[src/rtl/hazard_ctrl.sv]
// Pipeline hazard controller: load-use interlock, EX-stage redirect, memory-wait
// stall with timeout, and a saturating stall counter. Synchronous active-low reset.
module hazard_ctrl #(
  parameter int CNT_W       = 16,
  parameter int MEM_TIMEOUT = 255
) (
  input  logic             clk,
  input  logic             rst,
  input  logic [4:0]       id_rs1_addr,
  input  logic [4:0]       id_rs2_addr,
  input  logic             id_uses_rs1,
  input  logic             id_uses_rs2,
  input  logic [4:0]       ex_rd_addr,
  input  logic             ex_is_load,
  input  logic             ex_wb_en,
  input  logic             ex_redirect,
  input  logic [31:0]      ex_redirect_pc,
  input  logic             mem_req,
  input  logic             mem_ack,
  output logic             pc_stall,
  output logic             if_id_stall,
  output logic             id_ex_stall,
  output logic             ex_mem_stall,
  output logic             if_id_flush,
  output logic             id_ex_flush,
  output logic             pc_sel,
  output logic [31:0]      pc_redirect,
  output logic             mem_err,
  output logic [CNT_W-1:0] stall_cnt,
  output logic [1:0]       state_o
);

  localparam int WAIT_W = (MEM_TIMEOUT < 2) ? 1 : $clog2(MEM_TIMEOUT + 1);
  localparam logic [WAIT_W-1:0] WAIT_LIMIT = WAIT_W'(MEM_TIMEOUT);

  localparam logic [1:0] ST_RUN      = 2'd0;
  localparam logic [1:0] ST_MEM_WAIT = 2'd1;
  localparam logic [1:0] ST_REDIR    = 2'd2;
  localparam logic [1:0] ST_ERR      = 2'd3;

  logic [1:0]        state, state_nxt;
  logic              pend, pend_nxt;
  logic [31:0]       pend_pc, pend_pc_nxt;
  logic [WAIT_W-1:0] wait_cnt, wait_cnt_nxt;
  logic              mem_err_nxt;

  logic              load_use;
  logic              mem_busy;

  // Raw control requests before flush-over-stall resolution.
  logic              pc_stall_raw;
  logic              if_id_stall_raw;
  logic              id_ex_stall_raw;
  logic              ex_mem_stall_raw;
  logic              if_id_flush_raw;
  logic              id_ex_flush_raw;
  logic              pc_sel_raw;
  logic [31:0]       pc_tgt_raw;

  assign load_use = ex_is_load && ex_wb_en && (ex_rd_addr != 5'd0) &&
                    ((id_uses_rs1 && (id_rs1_addr == ex_rd_addr)) ||
                     (id_uses_rs2 && (id_rs2_addr == ex_rd_addr)));

  assign mem_busy = mem_req && !mem_ack;

  // ---------------------------------------------------------------------------
  // Combinational stage control, valid in the same cycle as the inputs.
  // ---------------------------------------------------------------------------
  always_comb begin
    // NOTE: every output gets a default before the case so no latch is inferred.
    pc_stall_raw     = 1'b0;
    if_id_stall_raw  = 1'b0;
    id_ex_stall_raw  = 1'b0;
    ex_mem_stall_raw = 1'b0;
    if_id_flush_raw  = 1'b0;
    id_ex_flush_raw  = 1'b0;
    pc_sel_raw       = 1'b0;
    pc_tgt_raw       = 32'd0;

    if (!rst) begin
      // Fill the front of the pipe with bubbles while reset is held.
      if_id_flush_raw = 1'b1;
      id_ex_flush_raw = 1'b1;
    end else begin
      case (state)
        ST_RUN: begin
          if (mem_busy) begin
            pc_stall_raw     = 1'b1;
            if_id_stall_raw  = 1'b1;
            id_ex_stall_raw  = 1'b1;
            ex_mem_stall_raw = 1'b1;
          end else if (ex_redirect) begin
            pc_sel_raw      = 1'b1;
            pc_tgt_raw      = ex_redirect_pc;
            if_id_flush_raw = 1'b1;
            id_ex_flush_raw = 1'b1;
          end else if (load_use) begin
            pc_stall_raw    = 1'b1;
            if_id_stall_raw = 1'b1;
            id_ex_flush_raw = 1'b1;
          end
        end
        ST_MEM_WAIT: begin
          // On the ack cycle everything releases; any redirect is replayed from REDIR.
          if (!mem_ack) begin
            pc_stall_raw     = 1'b1;
            if_id_stall_raw  = 1'b1;
            id_ex_stall_raw  = 1'b1;
            ex_mem_stall_raw = 1'b1;
          end
        end
        ST_REDIR: begin
          pc_sel_raw      = 1'b1;
          pc_tgt_raw      = pend_pc;
          if_id_flush_raw = 1'b1;
          id_ex_flush_raw = 1'b1;
        end
        default: begin
          pc_stall_raw     = 1'b1;
          if_id_stall_raw  = 1'b1;
          id_ex_stall_raw  = 1'b1;
          ex_mem_stall_raw = 1'b1;
        end
      endcase
    end
  end

  // A bubble overrides a hold on the same stage register.
  assign pc_stall     = pc_stall_raw;
  assign if_id_stall  = if_id_stall_raw & ~if_id_flush_raw;
  assign id_ex_stall  = id_ex_stall_raw & ~id_ex_flush_raw;
  assign ex_mem_stall = ex_mem_stall_raw;
  assign if_id_flush  = if_id_flush_raw;
  assign id_ex_flush  = id_ex_flush_raw;
  assign pc_sel       = pc_sel_raw;
  assign pc_redirect  = pc_sel_raw ? pc_tgt_raw : 32'd0;

  assign state_o = state;

  // ---------------------------------------------------------------------------
  // Next-state logic.
  // ---------------------------------------------------------------------------
  always_comb begin
    state_nxt    = state;
    pend_nxt     = pend;
    pend_pc_nxt  = pend_pc;
    wait_cnt_nxt = wait_cnt;
    mem_err_nxt  = mem_err;

    case (state)
      ST_RUN: begin
        if (mem_busy) begin
          state_nxt    = ST_MEM_WAIT;
          wait_cnt_nxt = WAIT_W'(1);
          if (ex_redirect) begin
            pend_nxt    = 1'b1;
            pend_pc_nxt = ex_redirect_pc;
          end
        end
      end
      ST_MEM_WAIT: begin
        // The first redirect seen while waiting is the one that gets replayed.
        if (ex_redirect && !pend) begin
          pend_nxt    = 1'b1;
          pend_pc_nxt = ex_redirect_pc;
        end
        if (mem_ack) begin
          state_nxt    = (pend || ex_redirect) ? ST_REDIR : ST_RUN;
          wait_cnt_nxt = '0;
        end else if (wait_cnt == WAIT_LIMIT) begin
          state_nxt   = ST_ERR;
          mem_err_nxt = 1'b1;
        end else begin
          wait_cnt_nxt = wait_cnt + WAIT_W'(1);
        end
      end
      ST_REDIR: begin
        state_nxt = ST_RUN;
        pend_nxt  = 1'b0;
      end
      default: begin
        state_nxt = ST_ERR;
      end
    endcase
  end

  // ---------------------------------------------------------------------------
  // State registers.
  // ---------------------------------------------------------------------------
  always_ff @(posedge clk) begin
    // NOTE: sequential state uses non-blocking assignments so every register
    // samples the pre-edge values regardless of statement order.
    if (!rst) begin
      state     <= ST_RUN;
      pend      <= 1'b0;
      pend_pc   <= 32'd0;
      wait_cnt  <= '0;
      mem_err   <= 1'b0;
      stall_cnt <= '0;
    end else begin
      state    <= state_nxt;
      pend     <= pend_nxt;
      pend_pc  <= pend_pc_nxt;
      wait_cnt <= wait_cnt_nxt;
      mem_err  <= mem_err_nxt;
      if (pc_stall && (stall_cnt != {CNT_W{1'b1}}))
        stall_cnt <= stall_cnt + CNT_W'(1);
    end
  end

endmodule

[config.mk]
export PLATFORM = sky130hd
export DESIGN_NAME = hazard_ctrl
export DESIGN_NICKNAME = d
export VERILOG_FILES = /design/src/rtl/hazard_ctrl.sv
export SDC_FILE = /design/constraint.sdc
export NUM_CORES = 1
export LEC_CHECK = 0
export ABC_AREA = 1
export BUFFER_PORTS_ARGS = -buffer_cell sky130_fd_sc_hd__buf_2
export CORE_ASPECT_RATIO = 1.5
export CORE_MARGIN = 2
export CORE_UTILIZATION = 34
export DETAILED_ROUTE_END_ITERATION = 8
export GPL_TIMING_DRIVEN = 1
export PLACE_DENSITY = 0.62
export SETUP_SLACK_MARGIN = 0.05
export SYNTH_ARGS = -nofsm -noshare
export SYNTH_HDL_FRONTEND = slang
export SYNTH_SLANG_ARGS = --single-unit
[constraint.sdc]
create_clock -name clk -period 4.9 [get_ports clk]
set_input_delay 0.245 -clock clk [delete_from_list [all_inputs] [get_ports clk]]
set_output_delay 0.245 -clock clk [all_outputs]
set_load 0.02 [all_outputs]
; Yosys cells after proc, flatten, opt, wreduce, memory -nomap -nowiden
; Cells that the tools add are included.
[classes]
muxes = 40
n_reduce_logical = 21
n_eq_ne = 11
addsub = 2
n_bitwise = 5
[ops]
columns = operator, n
row1 = 32-bit two-way mux, 7
row2 = 32-bit one-hot mux with 2 select lines, 2
row3 = 8-bit two-way mux, 3
row4 = 1-bit two-way mux, 17
row5 = "16-bit by 1-bit adder with 16-bit output, second input constant", 1
row6 = "16-bit != test, second input constant", 1
row7 = 8-bit one-hot mux with 2 select lines, 1
row8 = 5-bit == test, 2
row9 = 1-bit one-hot mux with 3 select lines, 3
row10 = "8-bit by 1-bit adder with 8-bit output, second input constant", 1
row11 = "8-bit == test, second input constant", 1
row12 = 1-bit logical AND, 8
row13 = 2-bit two-way mux, 4
row14 = 4-bit AND reduction, 2
row15 = "2-bit != test, second input constant", 3
row16 = "3-bit != test, second input constant", 2
row17 = 2-bit one-hot mux with 3 select lines, 1
row18 = 3-bit AND reduction, 2
row19 = 5-bit nonzero test, 1
row20 = 1-bit one-hot mux with 2 select lines, 2
row21 = 1-bit NOT, 3
row22 = 3-bit nonzero test, 1
row23 = 1-bit AND, 2
row24 = "2-bit by 1-bit == test with 1-bit output, second input constant", 1
row25 = 6 further kinds, 8
[totals]
word_cells = 85
in_bits = 56
out_inout_bits = 58
regBits = 60

; Longest topological paths before layout
[logic_depth]
ltp_word = 11
depth_mapped = 12
depth_no_buf = 11

; Worst setup path after synthesis
; Ideal clock, no wire load.
[synth_timing]
path_kind = reg-to-reg
from = register stall_cnt[0]
to = register stall_cnt[0]
path_slack_ns = 2.985
setup_time_ns = 0.115
path_buffers = 1
required_time_ns = 4.785
arrival_ns = 1.800
path_stages_with_launch = 10
period_less_slack_ns = 1.915
cell_sequence = dfxtp_1 ha_1 nand2_2 nor3b_4 nand2_2 nor3_4 nand2_4 buf_2 a21oi_1 nor2_1
[synth_between]
elab_chain_len = 2
word_cells_on_any_way = 3
cone_classes = add/sub: 1 / eq/ne: 1 / reduce/logical: 1
[synth_rtl]
columns = item, line
row1 = from (decl), 29  ; output logic [CNT_W-1:0] stall_cnt,
row2 = from (signal assigned), 207  ; stall_cnt <= stall_cnt + CNT_W'(1);
row3 = "parallel branches: the longest is 2 deep, another holds 16-bit by 1-bit adder with 16-bit output", n/a
; Several ways; the timed one is not identified.
; A chain may end at the register's enable or synchronous reset.

; Worst setup path in the final report
[layout_timing]
from = input rst
to = output pc_stall
[layout_between]
elab_chain_len = 1
[layout_rtl]
columns = item, line
row1 = from (decl), 8  ; input logic rst,
row2 = 1-bit two-way mux, 80  ; if (!rst) begin
row3 = to (decl), 20  ; output logic pc_stall,
; No other way between the ends.

==> flow_summary.toml <==
[floorplan]
die_height_microns = 127.9
dieArea_sq_um = 11080
io_pins = 114
row_count = 45
start_util = 0.3473
core_sq_um = 10020
die_w_microns = 86.62

[sta]
fin_tns_setup_ns = 0
finalClockSkew_ns = 0.002953
hold_slack_ns = 0.1722
fmax_mhz = 347.1
hold_violations = 0
min_period_ns = 2.881
relSlewSlack = 0.2795
tightestPinTransition_ns = 1.079
setup_slack_ns = 2.019
maxSlewViolCount = 0
final-setup-viol-count = 0
rsz0062_at_grt = "false"
period_share = 0.5880

[worst_setup_path]
worstPathMaxFanout = 56
worstRegToRegCells = 10
cp_num_cells = 6
end_kind = "output port"
reg2reg_from = "state_o[1]"
critical_path.top_delay_family = "buffers and inverters"
cp.arrival_ns = 2.64
critical_path.max_stage_delay_ns = 0.60
cp_num_buf_inv = 3
crit_top_cell = "buf_2"
crit_chain = "buf_2, inv_2, nor2_1, nand3_1, nand2_1, buf_2"
cp-startpoint = "rst"
slowest_stage = "inv_2"
worstPathRequired_ns = 4.66
setup.worst_path.class = "in2out"
start_kind = "input port"

[detailed_routing]
vias_per_cell = 5.150
drtIter0Drc = 168
wirelength_mm = 10.21
first_pass_iters = 4
wl_per_cell_microns = 13.60
ant_nets = 0
vias = 3868
drc = 0

[cts]
clock_latency_ns = 0.32
clock_sinks = 60
cts_resized = 0
tritoncts = "built"
numCtsBuffers = 9
cts-root-buf = "clkbuf_16"
clk_pin_slew_worst_paths_ns = 0.05
ctsLongestPathBuffers = 2
ctsHoldBuffers = 0
postCtsSetupRepairBufs = 0
h-tree-depth = 3

[min_path]
hp-class = "in2reg"
holdPathStages = 3
min-delay-start = "ex_redirect_pc[25]"

[grt]
grt_util_all_layers = 0.1863
grt_overflow = 0
grt_pass1_vias = 3542
grt_max_degree = 57
grt_first_pass_wirelength_mm = 16.82
antenna_found_initial = 0

[layout]
nNetsFinal = 688
area_growth_pct = 24.23
layout_commonest_cell = "buf_2"
final_area_sq_um = 4324
antenna_cells = 0
utilization = 0.4315
final_cell_mix = "buf_2, nor2_1, nand3_1"
drive_gt1_frac = 0.2461

[logic_synthesis]
syn_inst = 539
ys_warn_count = 0
ys_types = 32
synth_nets = 597
syn-cell-area_sq_um = 3481
avgSynthCellArea_sq_um = 6.458
synth_seq_cells = 60
ys_seq_area_frac = 0.3451

[placed_design]
dp_hpwl_mm = 6.924
pre_cts_ws_ns = 2.008
gp_congestion = 0.7794
placedInstanceArea_sq_um = 4054
io_buffer_count = 113

[pwr]
irDropWorstVdd_uv = 161.4
leakage_uw = 0.001976
power_per_cell_area_nw_per_um2 = 299.6

[flow_run]
drv_cap = 0

[outcome]
status = "finished clean"
-- cells by family after synthesis --
| logic type | count (synthesis) | synth area share |
|---|---|---|
| and+or+nand+nor | 289 | 0.3663 |
| AOI/OAI and AO/OA | 100 | 0.1585 |
| buffers and inverters | 73 | 0.08519 |
| DFF | 60 | 0.3451 |
| xor gates and xnor gates | 15 | 0.03774 |
| adders and majority gates | 2 | 0.007188 |
-- metrics by stage --
step,instances,power [uW]
after floorplan,539,665.5
after global placement,736,726.1
after detailed placement,736,730.4
after CTS,751,1308
after global routing,751,1364
final,751,1296
-- worst register-to-register path, stage by stage (launching register included) --
cell and delay (ns):
dfxtp_1 0.29, buf_4 0.26, nor2_1 0.19, nand2_1 0.10, inv_2 0.49, nor2_2 0.13
nand2_1 0.10, buf_4 0.33, inv_2 0.34, nor2_1 0.19, nor2_1 0.06
-- Yosys cell counts, drive strengths merged --
library cell | n | share of area
nor2 | 99 | 0.11
clkinv | 1 | 0.0011
buf | 12 | 0.019
a32oi | 1 | 0.0025
dfxtp | 60 | 0.35
a31o | 1 | 0.0025
nand3 | 95 | 0.14
nor4 | 1 | 0.0018
o21ai | 40 | 0.058
nor3b | 1 | 0.0054
a22oi | 1 | 0.0022
a21oi | 56 | 0.091
xnor2 | 3 | 0.0075
nand2 | 84 | 0.096
o41ai | 1 | 0.0025
clkbuf | 23 | 0.025
nor3 | 6 | 0.013
ha | 2 | 0.0072
inv | 37 | 0.040
xor2 | 12 | 0.030
nand4 | 3 | 0.0054
-- registers in the layout (all words and copies together), names as in the netlist --
name,flops
wait_cnt,8
pend,1
pend_pc,32
state_o,2
stall_cnt,16
mem_err,1
-- metal layers --
metal | GRT usage | vias up | part of all wire
li1 | - | 1961 | -
met1 | 0.2331 | 1770 | 0.43
met2 | 0.3131 | 124 | 0.50
met3 | 0.04636 | 13 | 0.054
met4 | 0.05607 | 0 | 0.015
met5 | 0 | - | 0
-- path summary, 6_finish.rpt --
check                 to  slack [ns]
max             pc_stall        2.02
max reg2reg  pend_pc[28]        2.30
min          pend_pc[25]        0.17
min reg2reg      mem_err        0.44
-- where the power goes --
part,switching (uW),internal (uW)
Sequential,14.1,513
Combinational,130,64.0
Clock,210,365
Total,353,942
-- layout make-up --
type / instances / area, sq um
fillers: 1069 / 5698
inverters: 38 / 142.6
multi-input cells: 406 / 1983
clock inverters: 2 / 10.01
repair buffers: 115 / 580.6
well taps: 117 / 146.4
flip-flops and latches: 60 / 1201
clock buffers: 13 / 260.3
Note: power is estimated with default switching activity, not from simulation.
